`src/rtl/pattern_search_engine_if.sv`:
```
// BRAM read-port bundle shared by pattern_search_engine (master) and the memory (slave).
interface pattern_search_engine_if #(
  parameter int unsigned DATA_W = 8,
  parameter int unsigned ADDR_W = 8
);
  logic              mem_en;
  logic [ADDR_W-1:0] mem_addr;
  logic [DATA_W-1:0] mem_dout;

  modport master (output mem_en, output mem_addr, input mem_dout);
  modport slave  (input mem_en, input mem_addr, output mem_dout);
endinterface

```
`src/rtl/pattern_search_engine.sv`:
```
// Sequential BRAM pattern search: find-first with resume, or count-all with overlap.
// Optional macro PSE_MASK_EN adds per-word don't-care mask input pat_mask.
module pattern_search_engine #(
  parameter int unsigned DATA_W  = 8,
  parameter int unsigned ADDR_W  = 8,
  parameter int unsigned MAX_PAT = 8,
  parameter int unsigned RD_LAT  = 1
) (
  input  logic                              CLK100MHZ,
  input  logic                              reset,
  input  logic                              start,
  input  logic                              cont,
  input  logic                              mode,
  input  logic [MAX_PAT*DATA_W-1:0]         pattern,
  input  logic [$clog2(MAX_PAT+1)-1:0]      pat_len,
  input  logic [ADDR_W-1:0]                 base_addr,
  input  logic [ADDR_W:0]                   blk_len,
`ifdef PSE_MASK_EN
  input  logic [MAX_PAT-1:0]                pat_mask,
`endif
  pattern_search_engine_if.master           mem,
  output logic                              busy,
  output logic                              done,
  output logic                              found,
  output logic                              err,
  output logic [ADDR_W-1:0]                 match_addr,
  output logic [ADDR_W:0]                   match_count
);

  localparam int unsigned PL_W  = $clog2(MAX_PAT + 1);
  localparam int unsigned CNT_W = ADDR_W + 1;
  localparam int unsigned WC_W  = (RD_LAT > 1) ? $clog2(RD_LAT) : 1;
  localparam logic [PL_W-1:0] MAX_PAT_L = PL_W'(MAX_PAT);

  typedef enum logic [2:0] {
    S_IDLE,
    S_ISSUE,
    S_WAIT,
    S_CMP,
    S_DONE
  } state_t;

  state_t                      state_q, state_d;
  logic [MAX_PAT*DATA_W-1:0]   pattern_q, pattern_d;
  logic [PL_W-1:0]             pat_len_q, pat_len_d;
  logic [ADDR_W-1:0]           base_q, base_d;
  logic [CNT_W-1:0]            blk_len_q, blk_len_d;
  logic                        mode_q, mode_d;
  logic [MAX_PAT-1:0]          mask_q, mask_d;
  logic [CNT_W-1:0]            i_q, i_d;
  logic [PL_W-1:0]             j_q, j_d;
  logic [WC_W-1:0]             wait_q, wait_d;
  logic                        found_q, found_d;
  logic                        err_q, err_d;
  logic [ADDR_W-1:0]           match_addr_q, match_addr_d;
  logic [CNT_W-1:0]            match_count_q, match_count_d;

  logic [CNT_W-1:0]            limit;
  logic [DATA_W-1:0]           pat_word;
  logic                        mask_bit;
  logic                        word_eq;
  logic                        len_bad;
  logic                        full_match;
  logic [ADDR_W-1:0]           rd_addr;

  always_ff @(posedge CLK100MHZ or negedge reset) begin
    if (!reset) begin
      state_q       <= S_IDLE;
      pattern_q     <= '0;
      pat_len_q     <= '0;
      base_q        <= '0;
      blk_len_q     <= '0;
      mode_q        <= 1'b0;
      mask_q        <= '0;
      i_q           <= '0;
      j_q           <= '0;
      wait_q        <= '0;
      found_q       <= 1'b0;
      err_q         <= 1'b0;
      match_addr_q  <= '0;
      match_count_q <= '0;
    end else begin
      state_q       <= state_d;
      pattern_q     <= pattern_d;
      pat_len_q     <= pat_len_d;
      base_q        <= base_d;
      blk_len_q     <= blk_len_d;
      mode_q        <= mode_d;
      mask_q        <= mask_d;
      i_q           <= i_d;
      j_q           <= j_d;
      wait_q        <= wait_d;
      found_q       <= found_d;
      err_q         <= err_d;
      match_addr_q  <= match_addr_d;
      match_count_q <= match_count_d;
    end
  end

  // Pattern word and mask bit for the current offset j.
  always_comb begin
    pat_word = '0;
    mask_bit = 1'b0;
    for (int unsigned k = 0; k < MAX_PAT; k++) begin
      if (j_q == PL_W'(k)) begin
        pat_word = pattern_q[k*DATA_W +: DATA_W];
        mask_bit = mask_q[k];
      end
    end
  end

  assign word_eq = (mem.mem_dout == pat_word) || mask_bit;
  assign limit   = blk_len_q - CNT_W'(pat_len_q);
  assign len_bad = (pat_len == '0) || (pat_len > MAX_PAT_L) ||
                   (CNT_W'(pat_len) > blk_len);
  assign rd_addr = base_q + i_q[ADDR_W-1:0] + ADDR_W'(j_q);

  always_comb begin
    state_d       = state_q;
    pattern_d     = pattern_q;
    pat_len_d     = pat_len_q;
    base_d        = base_q;
    blk_len_d     = blk_len_q;
    mode_d        = mode_q;
    mask_d        = mask_q;
    i_d           = i_q;
    j_d           = j_q;
    wait_d        = wait_q;
    found_d       = found_q;
    err_d         = err_q;
    match_addr_d  = match_addr_q;
    match_count_d = match_count_q;
    full_match    = 1'b0;

    case (state_q)
      S_IDLE, S_DONE: begin
        if (start) begin
          pattern_d     = pattern;
          pat_len_d     = pat_len;
          base_d        = base_addr;
          blk_len_d     = blk_len;
          mode_d        = mode;
`ifdef PSE_MASK_EN
          mask_d        = pat_mask;
`else
          mask_d        = '0;
`endif
          i_d           = '0;
          j_d           = '0;
          found_d       = 1'b0;
          err_d         = len_bad;
          match_count_d = '0;
          state_d       = len_bad ? S_DONE : S_ISSUE;
        end else if (state_q == S_DONE && cont && !mode_q && found_q &&
                     (i_q <= limit)) begin
          state_d = S_ISSUE;
        end
      end

      S_ISSUE: begin
        wait_d  = '0;
        state_d = S_WAIT;
      end

      S_WAIT: begin
        if (wait_q == WC_W'(RD_LAT - 1)) begin
          state_d = S_CMP;
        end else begin
          wait_d = wait_q + WC_W'(1);
        end
      end

      S_CMP: begin
        if (word_eq && (j_q != pat_len_q - PL_W'(1))) begin
          j_d = j_q + PL_W'(1);
        end else begin
          full_match = word_eq;
          j_d        = '0;
          i_d        = i_q + CNT_W'(1);
        end
        if (full_match) begin
          match_addr_d = base_q + i_q[ADDR_W-1:0];
          found_d      = 1'b1;
          if (match_count_q != '1) begin
            match_count_d = match_count_q + CNT_W'(1);
          end
        end
        // A find-first hit stops even when offsets remain; cont resumes from i_d.
        if (full_match && !mode_q) begin
          state_d = S_DONE;
        end else if (i_d <= limit) begin
          state_d = S_ISSUE;
        end else begin
          state_d = S_DONE;
        end
      end

      default: state_d = S_IDLE;
    endcase
  end

  assign mem.mem_en   = (state_q == S_ISSUE) || (state_q == S_WAIT);
  assign mem.mem_addr = mem.mem_en ? rd_addr : '0;
  assign busy         = (state_q == S_ISSUE) || (state_q == S_WAIT) || (state_q == S_CMP);
  assign done         = (state_q == S_DONE);
  assign found        = found_q;
  assign err          = err_q;
  assign match_addr   = match_addr_q;
  assign match_count  = match_count_q;

endmodule

```
`src/flat_wrapper.sv`:
```
// flat-port wrapper written by rule: the top's interface ports become plain ports
module pattern_search_engine_flat 
#(
  parameter int unsigned DATA_W  = 8,
  parameter int unsigned ADDR_W  = 8,
  parameter int unsigned MAX_PAT = 8,
  parameter int unsigned RD_LAT  = 1
)
  (CLK100MHZ, reset, start, cont, mode, pattern, pat_len, base_addr, blk_len, busy, done, found, err, match_addr, match_count, mem_mem_en, mem_mem_addr, mem_mem_dout);
  pattern_search_engine_if #(.DATA_W(DATA_W), .ADDR_W(ADDR_W)) mem_i ();
  input  logic CLK100MHZ;
  input  logic reset;
  input  logic start;
  input  logic cont;
  input  logic mode;
  input  logic [MAX_PAT*DATA_W-1:0] pattern;
  input  logic [$clog2(MAX_PAT+1)-1:0] pat_len;
  input  logic [ADDR_W-1:0] base_addr;
  input  logic [ADDR_W:0] blk_len;
  output logic busy;
  output logic done;
  output logic found;
  output logic err;
  output logic [ADDR_W-1:0] match_addr;
  output logic [ADDR_W:0] match_count;
  output wire logic [$bits(mem_i.mem_en)-1:0] mem_mem_en;
  output wire logic [$bits(mem_i.mem_addr)-1:0] mem_mem_addr;
  input wire logic [$bits(mem_i.mem_dout)-1:0] mem_mem_dout;
  assign mem_mem_en = mem_i.mem_en;
  assign mem_mem_addr = mem_i.mem_addr;
  assign mem_i.mem_dout = mem_mem_dout;
  pattern_search_engine #(.DATA_W(DATA_W), .ADDR_W(ADDR_W), .MAX_PAT(MAX_PAT), .RD_LAT(RD_LAT)) u_core (.CLK100MHZ(CLK100MHZ), .reset(reset), .start(start), .cont(cont), .mode(mode), .pattern(pattern), .pat_len(pat_len), .base_addr(base_addr), .blk_len(blk_len), .mem(mem_i), .busy(busy), .done(done), .found(found), .err(err), .match_addr(match_addr), .match_count(match_count));
endmodule
```
`config.mk`:
```
export PLATFORM = sky130hd
export DESIGN_NAME = pattern_search_engine_flat
export DESIGN_NICKNAME = d
export VERILOG_FILES = /design/src/rtl/pattern_search_engine_if.sv /design/src/rtl/pattern_search_engine.sv /design/src/flat_wrapper.sv
export SDC_FILE = /design/constraint.sdc
export NUM_CORES = 1
export LEC_CHECK = 0
export BUFFER_PORTS_ARGS = -buffer_cell sky130_fd_sc_hd__buf_2
export CAP_MARGIN = 20
export CORE_ASPECT_RATIO = 1.5
export CORE_MARGIN = 3
export CORE_UTILIZATION = 30
export CTS_BUF_LIST = sky130_fd_sc_hd__clkbuf_8
export CTS_CLUSTER_DIAMETER = 150
export CTS_CLUSTER_SIZE = 24
export DETAILED_ROUTE_END_ITERATION = 16
export PLACE_DENSITY = 0.59
export RECOVER_POWER = 100
export SLEW_MARGIN = 20
export SYNTH_ARGS = -nofsm -noshare
export SYNTH_HDL_FRONTEND = slang
export SYNTH_SLANG_ARGS = --single-unit
```
`constraint.sdc`:
```
create_clock -name CLK100MHZ -period 6 [get_ports CLK100MHZ]
set_clock_uncertainty 0.1 [all_clocks]
set_input_delay 0.3 -clock CLK100MHZ [delete_from_list [all_inputs] [get_ports CLK100MHZ]]
set_output_delay 0.3 -clock CLK100MHZ [all_outputs]
set_load 0.02 [all_outputs]
```
======== Word-level counts from Yosys, hierarchy flattened ========
Cells that the tools add are included.
word-level totals
  flip-flop bits (word level) ............. 122
  latch bits .............................. 0
  bits in writable memories ............... 0
  bits in read-only memories .............. 0
  input bits .............................. 98
  output and inout port bits .............. 30
  word-level logic and storage cells ...... 100
  memories ................................ 0
cells by class
  $add $sub $neg .......................... 8
  multiply operators ...................... 0
  divide/modulo/power cells ............... 0
  order comparisons ....................... 4
  eq/ne operators ......................... 19
  shift-type cells ........................ 0
  mux-type cells .......................... 33
  bitwise operators ....................... 0
  reductions and logical operators ........ 23
operators by type and width
  cell                 count
  $mux 8               9
  $mux 9               5
  $pmux 9 s2           2
  $add 9x1->9 const B  2
  $le 9x9->1           2
  $mux 3               6
  $eq 4x3->1 const B   4
  $pmux 3 s4           1
  $gt 4x9->1           1
  $ne 9x9->1 const B   1
  $sub 9x4->9          1
  $add 8x4->8          1
  $add 8x8->8          1
  $eq 4x2->1 const B   2
  $eq 8x8->1           1
  $logic_not 4->1      2
  $mux 4               2
  $pmux 4 s2           1
  $reduce_and 2->1     4
  $eq 3x2->1 const B   2
  $logic_and 1x1->1    6
  $mux 1               5
  $add 4x1->4 const B  1
  $eq 4x1->1 const B   1
  other kinds (17)     24

======== Longest topological paths before layout ========
Gate-level depths: netlist of the first run.
  depth after elaboration ................. 17
  gate-level depth with buffers ........... 25
  gate-level depth less buffers ........... 20

======== Worst setup path before layout of the first run ========
No wires, ideal clock.
  kind .................................... reg-to-reg
  start ................................... register u_core.j_q[0]
  end ..................................... register u_core.state_q[2]
  library setup time ...................... 126 ps
  data arrival time ....................... 4914 ps
  data required time ...................... 5774 ps
  setup slack ............................. 860 ps
  cell stages (with the launch flop) ...... 24
  buffers on the path ..................... 5
  period minus slack after synthesis ...... 5140 ps
  path through ............................ dfrtp_1 -> inv_1 -> ha_1 -> buf_2 -> buf_4 -> buf_2 -> a221o_1 -> a221o_1 -> a211oi_1 -> nand3b_1 -> or2_2 -> clkbuf_1 -> clkbuf_1 -> mux2_2 -> ha_1 -> nor2b_1 -> o21a_1 -> o21a_1 -> o21a_1 -> o211ai_1 -> a21boi_0 -> o31ai_1 -> o21ai_0 -> a221o_1
on the way
  longest elaborated chain between the ends .. 17
  elaborated cells between the ends (all ways) .. 28
  classes of those cells .................. order compare (1); eq/ne (9); mux (15); reduce/logical (3)
RTL lines
  what                    RTL line                      text
  start, declared         pattern_search_engine.sv:51   logic [PL_W-1:0] j_q, j_d;
  start signal, assigned  pattern_search_engine.sv:91   j_q <= j_d;
  $logic_not 4->1         pattern_search_engine.sv:105  if (j_q == PL_W'(k)) begin
  $mux 8 (8 in a row)     pattern_search_engine.sv:105
  $eq 8x8->1              pattern_search_engine.sv:112  assign word_eq = (mem.mem_dout == pat_word) || mask_bit;
  $logic_and 1x1->1       pattern_search_engine.sv:174  if (word_eq && (j_q != pat_len_q - PL_W'(1))) begin
  $mux 9                  pattern_search_engine.sv:174
  $mux 9                  pattern_search_engine.sv:135  case (state_q)
  $le 9x9->1              pattern_search_engine.sv:191  end else if (i_d <= limit) begin
  $mux 3                  pattern_search_engine.sv:191
  $mux 3 *                pattern_search_engine.sv:189  if (full_match && !mode_q) begin
  $pmux 3 s4 *            pattern_search_engine.sv:135
  end signal, assigned    pattern_search_engine.sv:83   state_q <= state_d;
  end, declared           pattern_search_engine.sv:43   state_t state_q, state_d;
Mark *: on every way between the ends. The rest lies on a longest branch, timed or not. The select of a mux whose other input is x is not followed.
A chain may end at the register's enable or synchronous reset.

======== Worst setup path after layout of the first run ========
  start ................................... register u_core.j_q[1]
  end ..................................... register u_core.state_q[2]
The elaborated chain is that of the path after synthesis.

==> summary.txt, run 1 <==
Area contributors post-synth - dfrtp_1 (40%), nand2_1 (14%), ha_1 (7.4%), xnor2_1 (3.6%), o21ai_0 (2.8%)
met2 Use GR - 34.1%
Top Usage Layer GRT - met2
final worst setup slack - 0.485 ns
cts bufs inserted - 17
vias per cell - 4.90
post-synth top area share - 39.7%
routed vias - 7036
P per Cell Area - 421 mW/mm^2
crit share post-route - 91.9%
final net count - 1246
TNS Setup - 0 ns
asr flop ratio synth - 100%
Area after DPL - 0.00854 sq mm
maximum clock frequency - 181 MHz
die area - 0.0274 sq mm
Wirelength per Cell - 16.6 um
htree depth - 4
Max-cap violations - 5
Pwr Total - 4.10 mW
Worst-Skew Late Latency - 0.46 ns
largest net degree at the start of global routing - 97
first-pass GRT wire length - 38300 um
commonest cells after routing, fill and taps aside - nand2_1 (281), dfrtp_1 (121), buf_2 (97)
P_leak - 4.71 nW
Placement Setup Slack - 0.527 ns
DRC - 0
placed insts - 1323
Crit. End Element - flip-flop
most common cell after layout, fill and taps aside - nand2_1
post-DP HPWL - 17200 um
Design Area, Final - 0.00973 sq mm
Netlist cell types - 72
DIE WIDTH - 136 um
Final Wtd Congestion - 0.882
clock buffer depth - 2
Syn Area/Cell - 8.41 sq um
failing checks - capacitance limit, slew limit
status - finished with violations
drt first-iter violations - 376
Final Hold Viols - 0
Post-synth EDFFs - 0
CP Class - reg2reg
critical path launch point type - flip-flop
final WL - 23800 um
initial antenna violation count - 1
Floorplan Core Area - 0.0247 sq mm
CP max FO - 19
synthesized cell area - 0.00763 sq mm
GR Util met3 - 2.83%
remaining global-route overflow - 0
Yosys warnings - 0
CP required - 6.25 ns
Cells after Synth - 908
GR Util All Layers - 17.9%
Seq/Total Area, Yosys - 39.7%
layout overhead on the synthesized area - 27.4%
die span in y - 201 um
Syn Nets - 1054
Detail Route Antenna Nets - 0
TritonRoute pass-1 iters - 5
initial core utilization - 30.9%
largest area contributor in the netlist - dfrtp_1
RSZ-0062 raised after global routing - false
CTS tree - done
Final Slew Violations - 318
Slew HR - -180%
met1 Resource Use GR - 18.5%
PortBufs - 127
Hold WC Path Type - in2reg
share of cells above drive strength 1 - 13.5%
# clock sinks - 121
Final setup viols - 0
root buffer cell - clkbuf_8
Non-Filler Instances - 1437
Worst EP arrival - 5.77 ns
clk slew on worst S/H paths - 0.08 ns
IO Count - 128
vias in the first global route - 7468
Worst-Margin Slew - 4.20 ns
FILL cells - 2581
Yosys reg bits - 121
most common flop cell mapped by yosys - dfrtp_1
worst vdd ir - 0.000173 V
Period minus WS final - 5.52 ns
# rows - 70
[what timing repair did]
item,in CTS,in global routing
endpoints found under the hold margin,132,0
setup endpoints to repair,0,0
hold buffers,82,0
gates resized for setup,0,0
buffers inserted,0,0
[final timing paths]
| check | startpoint | to | slack (ns) | depth (start not counted) |
|---|---|---|---|---|
| max | u_core.j_q[1] | u_core.state_q[2] | 0.48 | 20 |
| min | pat_len[3] | u_core.pat_len_q[3] | 0.04 | 3 |
| max reg2reg | u_core.j_q[1] | u_core.state_q[2] | 0.48 | 20 |
| min reg2reg | u_core.pattern_q[22] | u_core.pattern_q[22] | 0.37 | 2 |
| max in group asynchronous | reset | u_core.match_count[0] | 1.56 | 3 |
| min in group asynchronous | reset | u_core.pattern_q[20] | 1.22 | 2 |
[routing by layer]
layer  vias to the layer above  routed length, um
met5                         -                  0
met4                         0               1040
met3                        66                543
met2                       155              13300
met1                      3349               8980
li1                       3466                  -
[state kept, by name, indices dropped and copies added (netlist names)]
signal / count
u_core.blk_len_q: 9
u_core.i_q: 9
u_core.j_q: 4
u_core.found: 1
u_core.mode_q: 1
u_core.pattern_q: 64
u_core.base_q: 8
u_core.state_q: 3
u_core.err: 1
u_core.match_addr: 8
u_core.pat_len_q: 4
u_core.match_count: 9
[final cells by class]
class / instances / area [sq um] / area share (%)
sequential: 121 / 3030 / 31.1
timing repair buffer: 219 / 1480 / 15.3
tap: 324 / 405 / 4.17
antenna: 1 / 2.50 / 0.0257
inverter: 36 / 135 / 1.39
multi-input combinational: 705 / 4230 / 43.5
clock buffer: 17 / 234 / 2.41
clock inverter: 14 / 206 / 2.12
[critical path, cell delays in order (launching register included)]
cell and delay (ns):
dfrtp_1 0.46, inv_1 0.18, ha_1 0.62, nand3b_1 0.23
a2111oi_4 0.35, a221o_1 0.16, a31oi_1 0.09, o2bb2ai_1 0.14
or4_4 0.53, or2_2 0.33, mux2_2 0.28, ha_1 0.31
nor2b_1 0.14, o21a_1 0.16, o21a_1 0.16, o21a_1 0.16
o211ai_1 0.14, a21boi_0 0.10, o31ai_1 0.26, o21ai_0 0.15
a221o_1 0.36
[logic make-up (layout without fill, tap and decap cells)]
logic type	after synthesis	in the layout	share of synthesized area [%]
multiplexers	20	20	3.02
buffers and inverters	82	286	4.70
other	0	1	0
flip-flops	121	121	39.7
XOR/XNOR	43	43	4.93
AO/OA/AOI/OAI	171	171	14.8
AND/OR/NAND/NOR	423	423	24.7
adder cells (fa/ha/maj)	48	48	8.16
[Yosys cell counts, drive strengths merged, types with 6 or more instances]
cell,n
clkbuf,25
o21ai,43
xor2,12
and3,7
nand2b,14
a211oi,7
nand3,17
nor2,32
mux2,9
nand3b,6
ha,45
mux2i,11
and2,8
nor3,16
a21oi,40
nand2,282
xnor2,31
a21o,15
a31oi,10
dfrtp,121
o21a,7
nor2b,17
buf,21
inv,36
[where the power goes]
group	switching, mW	total, mW	internal (mW)
logic	1.09	1.88	0.791
registers	0.271	1.38	1.11
clock network	0.348	0.836	0.488
[per-stage QoR]
step | hold slack, ns | utilization, %
after floorplan | -0.0956 | -
after global placement | 0.273 | 34.6
after detailed placement | 0.276 | 34.6
after CTS | 0.000702 | 39.7
after global routing | 0.0243 | 39.4
final | 0.0411 | 39.4
(Power assumes the default switching activity.)
==> run 2, diff against run 1 <==
==> constraint.sdc (replaced) <==
create_clock -name CLK100MHZ -period 5.78 [get_ports CLK100MHZ]
set_clock_uncertainty 0.1 [all_clocks]
set_input_delay 0.289 -clock CLK100MHZ [delete_from_list [all_inputs] [get_ports CLK100MHZ]]
set_output_delay 0.289 -clock CLK100MHZ [all_outputs]
set_load 0.02 [all_outputs]
==> run 2 against run 1 <==
The run still ends with capacitance limit, slew limit left. Routed wire length barely moved. Utilization grew 0.30 points. Maximum frequency increased by 3.2%. Total power is 5.3% higher. Die area stayed put. Worst setup slack worse by 0.048 ns. Register-to-register slack got worse by 0.05 ns. Global-route usage is essentially flat. Critical path type unchanged. Critical path depth grew 1. Largest power group unchanged.
==> summary.txt, run 2 (same netlist as run 1, synthesis figures left out) <==
Min Hold Slack - 0.0289 ns (-0.0122 ns)
DRC - 0 (unchanged)
Worst-Skew Late Latency - 0.47 ns (about the same)
drt first-iter violations - 386 (+2.7%)
Max-cap violations - 4 (-1)
Hold WC Path Type - in2reg
largest net degree at the start of global routing - 97 (unchanged)
cts bufs inserted - 17 (unchanged)
TNS Setup - 0 ns (unchanged)
P per Cell Area - 440 mW/mm^2 (+4.5%)
clock share of power - 21.3% (+0.9 points)
CP max FO - 13 (-6)
Final Wtd Congestion - 0.857 (-2.9%)
share of cells above drive strength 1 - 14.0% (+0.48 points)
Logic pwr share - 45.5% (-0.4 points)
Detail Route Antenna Nets - 0 (unchanged)
sw frac - 41.7% (-0.058 points)
Crit. End Element - flip-flop
die span in y - 201 um (unchanged)
Period minus WS final - 5.34 ns (-0.172 ns)
first-pass GRT wire length - 38400 um (+0.27%)
commonest cells after routing, fill and taps aside - nand2_1 (281), dfrtp_1 (121), buf_2 (97)
Slew HR - -184% (-3.6 points)
Int Power - 2.52 mW (+5.4%)
CP required - 6.04 ns (-0.21 ns)
final WL - 23800 um (about the same)
CTS tree - done
vias in the first global route - 7399 (-0.92%)
routed vias - 7097 (+0.87%)
maximum clock frequency - 187 MHz (+3.2%)
htree depth - 4 (unchanged)
P_leak - 4.74 nW (+0.54%)
area of the multi-input gates - 0.00424 sq mm (about the same)
Final Slew Violations - 265 (-17%)
Wirelength per Cell - 16.5 um (-0.44%)
# clock sinks - 121 (unchanged)
final worst setup slack - 0.437 ns (-0.0477 ns)
initial antenna violation count - 2 (+1)
Placement Setup Slack - 0.466 ns (-0.0610 ns)
clk slew on worst S/H paths - 0.09 ns (about the same)
Net Sw Power - 1.80 mW (+5.1%)
register area - 0.00303 sq mm (unchanged)
PortBufs - 127 (unchanged)
root buffer cell - clkbuf_8
vias per cell - 4.92 (+0.45%)
FILL cells - 2536 (-1.7%)
layout overhead on the synthesized area - 28.4%
worst vdd ir - 0.000221 V (+28%)
initial core utilization - 30.9% (unchanged)
TritonRoute pass-1 iters - 5 (unchanged)
Worst-Margin Slew - 4.26 ns (+0.0544 ns)
critical path launch point type - flip-flop
post-CTS setup buffer count - 0 (unchanged)
Final Hold Viols - 0 (unchanged)
remaining global-route overflow - 0 (unchanged)
Seq pwr share - 33.2% (-0.5 points)
Largest register FFs - 64 (unchanged)
Area after DPL - 0.00856 sq mm (+0.26%)
crit share post-route - 92.4% (+0.52 points)
DIE WIDTH - 136 um (unchanged)
clock buffer depth - 2 (unchanged)
Final setup viols - 0 (unchanged)
R2R setup slack - 0.44 ns (-0.05 ns)
post-DP HPWL - 17200 um (about the same)
# rows - 70 (unchanged)
status - finished with violations
IO Count - 128 (unchanged)
failing checks - capacitance limit, slew limit
Worst EP arrival - 5.60 ns (-0.17 ns)
Floorplan Core Area - 0.0247 sq mm (unchanged)
most flop-heavy register - u_core.pattern_q
CP Class - reg2reg
Design Area, Final - 0.00980 sq mm (+0.77%)
final net count - 1250 (+0.32%)
GR Util All Layers - 17.9% (-0.032 points)
die area - 0.0274 sq mm (unchanged)
RSZ-0062 raised after global routing - false
most common cell after layout, fill and taps aside - nand2_1
-- run 2: worst paths after layout --
check                                       end  cells past startpoint                  from
max                           u_core.state_q[2]                     21         u_core.j_q[1]
min in group asynchronous  u_core.pattern_q[16]                      2                 reset
max reg2reg                   u_core.state_q[2]                     21         u_core.j_q[1]
max in group asynchronous  u_core.pattern_q[26]                      3                 reset
min                         u_core.pat_len_q[0]                      3            pat_len[0]
min reg2reg                u_core.pattern_q[14]                      2  u_core.pattern_q[14]
-- run 2: layer usage --
metal  vias to the layer above  wire length [um]  share of wire [%]  track usage (%)
li1                       3486                 -                  -                -
met1                      3367              8790                 37             18.8
met2                       173             13300                 56             33.6
met3                        71               693                2.9             2.95
met4                         0              1080                4.5             9.15
met5                         -                 0                  0                0
-- run 2: timing repair --
action                    CTS  global route
hold buffers               83             0
hold endpoints to repair  151             0
gates resized for setup     0             0
-- run 2: metrics by stage --
step           total power, mW  cells  utilization, %
5_1_grt                   4.67   1443            39.7
6_report                  4.32   1443            39.7
2_1_floorplan             2.75    908               -
4_1_cts                   4.37   1441            40.0
3_3_place_gp              3.34   1326            34.7
3_5_place_dp              3.38   1326            34.7
-- run 2: cell type report --
type | instances | area share (%)
repair buffers | 223 | 15.5
clock buffers | 19 | 2.67
multi-input cells | 705 | 43.2
inverters | 36 | 1.38
flip-flops and latches | 121 | 30.9
diodes | 2 | 0.0511
clock inverters | 13 | 2.21
well taps | 324 | 4.14
-- run 2: worst max-delay path: stages (launching register included) --
cell	delay, ns
dfrtp_1	0.45
inv_1	0.18
ha_1	0.47
buf_4	0.23
nand2_1	0.05
o21ai_0	0.15
a32oi_1	0.14
nor3_1	0.22
a211oi_1	0.06
or4_4	0.63
or2_2	0.34
mux2_2	0.29
ha_1	0.32
nor2b_1	0.14
o21a_1	0.17
o21a_1	0.17
o21a_1	0.16
o211ai_1	0.14
a21boi_0	0.10
o31ai_1	0.24
o21ai_0	0.13
a221o_1	0.36
-- run 2: power groups by stage --
| stage | combinational (mW) | sequential (mW) | clock, mW |
|---|---|---|---|
| 3_5_place_dp | 1.93 | 1.45 | 0 |
| 6_report | 1.97 | 1.43 | 0.918 |
| 4_1_cts | 1.99 | 1.43 | 0.945 |
| 5_1_grt | 2.21 | 1.47 | 0.984 |
| 2_1_floorplan | 1.42 | 1.33 | 0 |
| 3_3_place_gp | 1.89 | 1.45 | 0 |
